`src/rtl/wb_write_arbiter.sv`:
```
// wb_write_arbiter: shares the register-file write port between ALU writeback (priority) and a load-return FIFO.
module wb_write_arbiter #(
    parameter int DEPTH = 4,
    parameter int DW    = 32,
    parameter int AW    = 5
) (
    input  logic                     clk,
    input  logic                     reset,
    input  logic                     alu_valid,
    input  logic [AW-1:0]            alu_wr,
    input  logic [DW-1:0]            alu_wd,
    input  logic                     ld_valid,
    output logic                     ld_ready,
    input  logic [AW-1:0]            ld_wr,
    input  logic [DW-1:0]            ld_wd,
    output logic                     write,
    output logic [AW-1:0]            WR,
    output logic [DW-1:0]            WD,
    output logic [2**AW-1:0]         pend_mask,
    output logic [$clog2(DEPTH):0]   q_count
);
    localparam int PW = $clog2(DEPTH);
    localparam int NR = 2**AW;

    logic [AW-1:0]    wr_mem_q [DEPTH];
    logic [AW-1:0]    wr_mem_d [DEPTH];
    logic [DW-1:0]    wd_mem_q [DEPTH];
    logic [DW-1:0]    wd_mem_d [DEPTH];
    logic [DEPTH-1:0] live_q, live_d;
    logic [PW-1:0]    head_q, head_d, tail_q, tail_d;
    logic [PW:0]      count_q, count_d;
    logic             fresh_q, fresh_d, write_q, write_d;
    logic [AW-1:0]    wr_q, wr_d;
    logic [DW-1:0]    wd_q, wd_d;
    logic [NR-1:0]    pend_q, pend_d;
    logic             alu_hit, push, head_vis, head_drain, pop;

    assign ld_ready = !reset && (count_q < (PW+1)'(DEPTH));

    always_comb begin
        alu_hit = alu_valid && (alu_wr != '0);
        push = ld_valid && ld_ready;
        // an entry pushed at the last edge is not eligible until the following cycle
        head_vis = (count_q != '0) && !((count_q == (PW+1)'(1)) && fresh_q);
        head_drain = head_vis && live_q[head_q] && !alu_hit;
        pop = head_vis && (!live_q[head_q] || !alu_hit);
        write_d = alu_hit || head_drain;
        wr_d = alu_hit ? alu_wr : head_drain ? wr_mem_q[head_q] : wr_q;
        wd_d = alu_hit ? alu_wd : head_drain ? wd_mem_q[head_q] : wd_q;
        head_d = head_q + PW'(pop);
        tail_d = tail_q + PW'(push);
        count_d = count_q + (PW+1)'(push) - (PW+1)'(pop);
        fresh_d = push;
        wr_mem_d = wr_mem_q;
        wd_mem_d = wd_mem_q;
        for (int i = 0; i < DEPTH; i++)
            live_d[i] = live_q[i] && !(alu_hit && (wr_mem_q[i] == alu_wr)) && !(pop && (PW'(i) == head_q));
        if (push) begin
            wr_mem_d[tail_q] = ld_wr;
            wd_mem_d[tail_q] = ld_wd;
            live_d[tail_q] = ld_wr != '0;
        end
        pend_d = '0;
        for (int i = 0; i < DEPTH; i++)
            if (live_d[i]) pend_d[wr_mem_d[i]] = 1'b1;
    end

    always_ff @(posedge clk) begin
        wr_mem_q <= wr_mem_d;
        wd_mem_q <= wd_mem_d;
        if (reset) begin
            live_q  <= '0;
            head_q  <= '0;
            tail_q  <= '0;
            count_q <= '0;
            fresh_q <= 1'b0;
            write_q <= 1'b0;
            wr_q    <= '0;
            wd_q    <= '0;
            pend_q  <= '0;
        end else begin
            live_q  <= live_d;
            head_q  <= head_d;
            tail_q  <= tail_d;
            count_q <= count_d;
            fresh_q <= fresh_d;
            write_q <= write_d;
            wr_q    <= wr_d;
            wd_q    <= wd_d;
            pend_q  <= pend_d;
        end
    end

    assign write     = write_q;
    assign WR        = wr_q;
    assign WD        = wd_q;
    assign pend_mask = pend_q;
    assign q_count   = count_q;
endmodule

```
`config.mk`:
```
export PLATFORM = sky130hd
export DESIGN_NAME = wb_write_arbiter
export DESIGN_NICKNAME = d
export VERILOG_FILES = /design/src/rtl/wb_write_arbiter.sv
export SDC_FILE = /design/constraint.sdc
export NUM_CORES = 1
export LEC_CHECK = 0
export ABC_AREA = 1
export BUFFER_PORTS_ARGS = -buffer_cell sky130_fd_sc_hd__buf_2
export CAP_MARGIN = 20
export CORE_MARGIN = 8
export CORE_UTILIZATION = 38
export CTS_CLUSTER_DIAMETER = 200
export CTS_CLUSTER_SIZE = 30
export DETAILED_ROUTE_END_ITERATION = 8
export HOLD_SLACK_MARGIN = 0.08
export PLACE_DENSITY = 0.64
export SLEW_MARGIN = 20
export SYNTH_ARGS = -nofsm -noshare
export SYNTH_HDL_FRONTEND = slang
export SYNTH_SLANG_ARGS = --single-unit
```
`constraint.sdc`:
```
create_clock -name clk -period 3.3 [get_ports clk]
set_clock_uncertainty 0.1 [all_clocks]
set_input_delay 0.66 -clock clk [delete_from_list [all_inputs] [get_ports clk]]
set_output_delay 0.66 -clock clk [all_outputs]
set_load 0.01 [all_outputs]
```
==> metrics.csv <==
stage,metric,value,unit
status,status,finished clean,
global_route,grt_use_total,17.3,%
global_route,grt_pass1_wl,46.7,mm
yosys,ys_ff_latch,230,
clock_network,htreeDepth,1,
global_route,grt_antenna_before_repair,9,
yosys,synth_commonest_cells,"285 x nand2_1, 163 x nor2_1, 134 x nand3_1, 128 x edfxtp_1, 109 x inv_1",
yosys,synth-main-ff-cell,edfxtp_1,
drt,first_iter_violations,921,
clock_network,cts.reportedPaths.clkPinSlew,120,ps
floorplan,die_x,184,µm
floorplan,fp.dieH,184,µm
timing,fmax,409,MHz
cells_and_area,area_growth,13.5,%
yosys,synthCells,1262,
floorplan,dieArea,33800,µm²
floorplan,core,27800,µm²
yosys,ys_async_sr_fraction,0,%
placement,numPortBuffers,151,
power_and_ir_drop,ir_drop,0.339,mV
yosys,synth_edf_count,128,
global_route,grt_max_degree,97,
hold_path,hold_path.class,primary input to flip-flop,
setup_path,end_kind,flip-flop,
yosys,synth.most_common_cell,nand2_1,
yosys,ys_seq_area_share,55.0,%
yosys,netlist_area,10700,µm²
placement,dpl_cell_area,11800,µm²
yosys,syn_avg_cell_area,8.48,µm²
clock_network,clk_latency,480,ps
timing,relSlewSlack,48.7,%
clock_network,cts_tree,yes,
power_and_ir_drop,cellLeakagePower,0.00507,µW
global_route,grt.overflow.total,0,
timing,report.final.hold_viol_count,0,
timing,hold_ws,287,ps
floorplan,ioPinCount,152,
yosys,yosys-top-cells-area,"edfxtp_1 36%, dfxtp_1 19%, nand2_1 10%",
drt,viasPerCell,5.07,
clock_network,cts.sinks,230,
clock_network,post_cts_buffers,0,
yosys,synth_top_area_share,35.9,%
timing,tightest_slew,769,ps
cells_and_area,stdcell_area,12100,µm²
yosys,yosysWarnings,0,
clock_network,clock_tree.root_cell,clkbuf_16,
placement,place_hpwl,20.0,mm
timing,fin_tns_setup,0,ps
placement,gp_congestion,0.947,
drt,finalWirelength,29.5,mm
clock_network,cts_inserted_buffers,11,
global_route,grt_pass1_vias,8609,
run,max-cap-violations,0,
drt,dr.pass1.iters,7,
timing,finalSetupViolCount,0,
setup_path,required,3590,ps
power_and_ir_drop,total_power,7540,µW
clock_network,cts_resized,0,
setup_path,cp_max_fo,7,
drt,postRouteAntennaNets,0,
clock_network,hold_buffers,0,
timing,finalCritPeriodShare,74.1,%
drt,vias,8956,
cells_and_area,fin_nets,1464,
floorplan,initial_core_util,38.5,%
setup_path,worstSetupPathType,flip-flop to flip-flop,
drt,wl_per_cell,16.7,µm
timing,drv_slew,0,
timing,post-route-min-period,2450,ps
clock_network,clk_path_buf_depth,3,
yosys,synth_top_area_cell,edfxtp_1,
yosys,syn_nets,1345,
drt,drc,0,
cells_and_area,drive_gt1_share,16.6,%
setup_path,start_kind,flip-flop,
setup_path,crit_arrival,2740,ps
power_and_ir_drop,cellPowerDensity,621,nW/µm²
floorplan,rows,61,
yosys,yosysUniqueCellTypes,35,
timing,rsz0062_at_grt,no,
[state kept, by name, summed over array words and instances, names as in the netlist]
name and count:
fresh_q 1, q_count 3, head_q 2, wr_mem_q 20, pend_mask 32, tail_q 2, write 1, wd_mem_q 128
WR 5, live_q 4, WD 32
[worst paths after layout]
path / startpoint / slack [ps] / depth (start not counted) / end
min: ld_wd[8] / 290 / 1 / wd_mem_q[72]
min reg2reg: WR[3] / 400 / 2 / WR[3]
max: head_q[1] / 850 / 12 / q_count[2]
max reg2reg: head_q[1] / 850 / 12 / q_count[2]
[layout make-up]
type,count,area [µm²]
diodes,5,12.5
clock buffers,16,294
clock inverters,1,11.3
fillers,2808,15600
inverters,127,478
multi-input cells,841,4070
flip-flops and latches,230,5890
well taps,378,473
repair buffers,170,923
[cells by family (layout without fill, tap and decap cells)]
| family | Yosys count | in the layout | share of synthesized area [%] |
|---|---|---|---|
| flops | 230 | 230 | 55.0 |
| compound gates | 174 | 174 | 9.77 |
| fa+ha+maj | 5 | 5 | 0.655 |
| simple gates | 643 | 643 | 25.9 |
| buf+inv | 191 | 314 | 7.11 |
| xor+xnor | 19 | 19 | 1.55 |
| other cells | 0 | 5 | 0 |
[through the flow]
stage          std cells  setup WS (ps)  util [%]
2_1_floorplan       1262            619         -
3_3_place_gp        1746            505      42.6
3_5_place_dp        1746            458      42.6
4_1_cts             1763            842      43.7
5_1_grt             1767            616      43.7
6_report            1768            854      43.7
[placed cells by master, fill, tap and decap left out, types with 5 or more instances in the layout]
cell | netlist | layout
nand3_1 | 134 | 134
o21ai_1 | 11 | 11
buf_4 | 2 | 17
inv_1 | 109 | 109
o21ai_0 | 70 | 70
edfxtp_1 | 128 | 128
a22oi_1 | 32 | 32
nor3_1 | 9 | 9
clkbuf_16 | 0 | 11
nand4_1 | 34 | 34
clkinv_1 | 7 | 7
dfxtp_1 | 102 | 102
clkbuf_1 | 36 | 5
nand2_2 | 7 | 8
nor2_1 | 163 | 160
a21oi_1 | 38 | 38
xnor2_1 | 8 | 8
nand2_1 | 285 | 284
diode_2 | 0 | 5
o21ai_2 | 13 | 13
inv_2 | 11 | 10
buf_2 | 17 | 151
xor2_1 | 11 | 11
[power breakdown]
group | switching [µW] | total [µW] | internal, µW
sequential | 217 | 3540 | 3330
combinational | 1730 | 2490 | 760
clock | 874 | 1510 | 638
total | 2820 | 7540 | 4730
[routing by layer]
layer  global-route usage (%)  up-vias  routed length, µm
met2                     27.6      314              13500
li1                         -     4426                  -
met4                     6.42       10                800
met3                     3.32       61               2120
met1                     23.2     4145              13000
met5                        0        -                 62
[worst max-delay path: stages, from the launching register on]
cell and delay [ps]:
dfxtp_1 500, inv_1 110, nand3_1 90, nand2_1 50, nor2_1 180, a21boi_0 190, ha_1 320, inv_1 60
ha_1 120, inv_1 50, fa_1 370, xnor2_1 170, nor2_1 50
(Power assumes the default switching activity.)
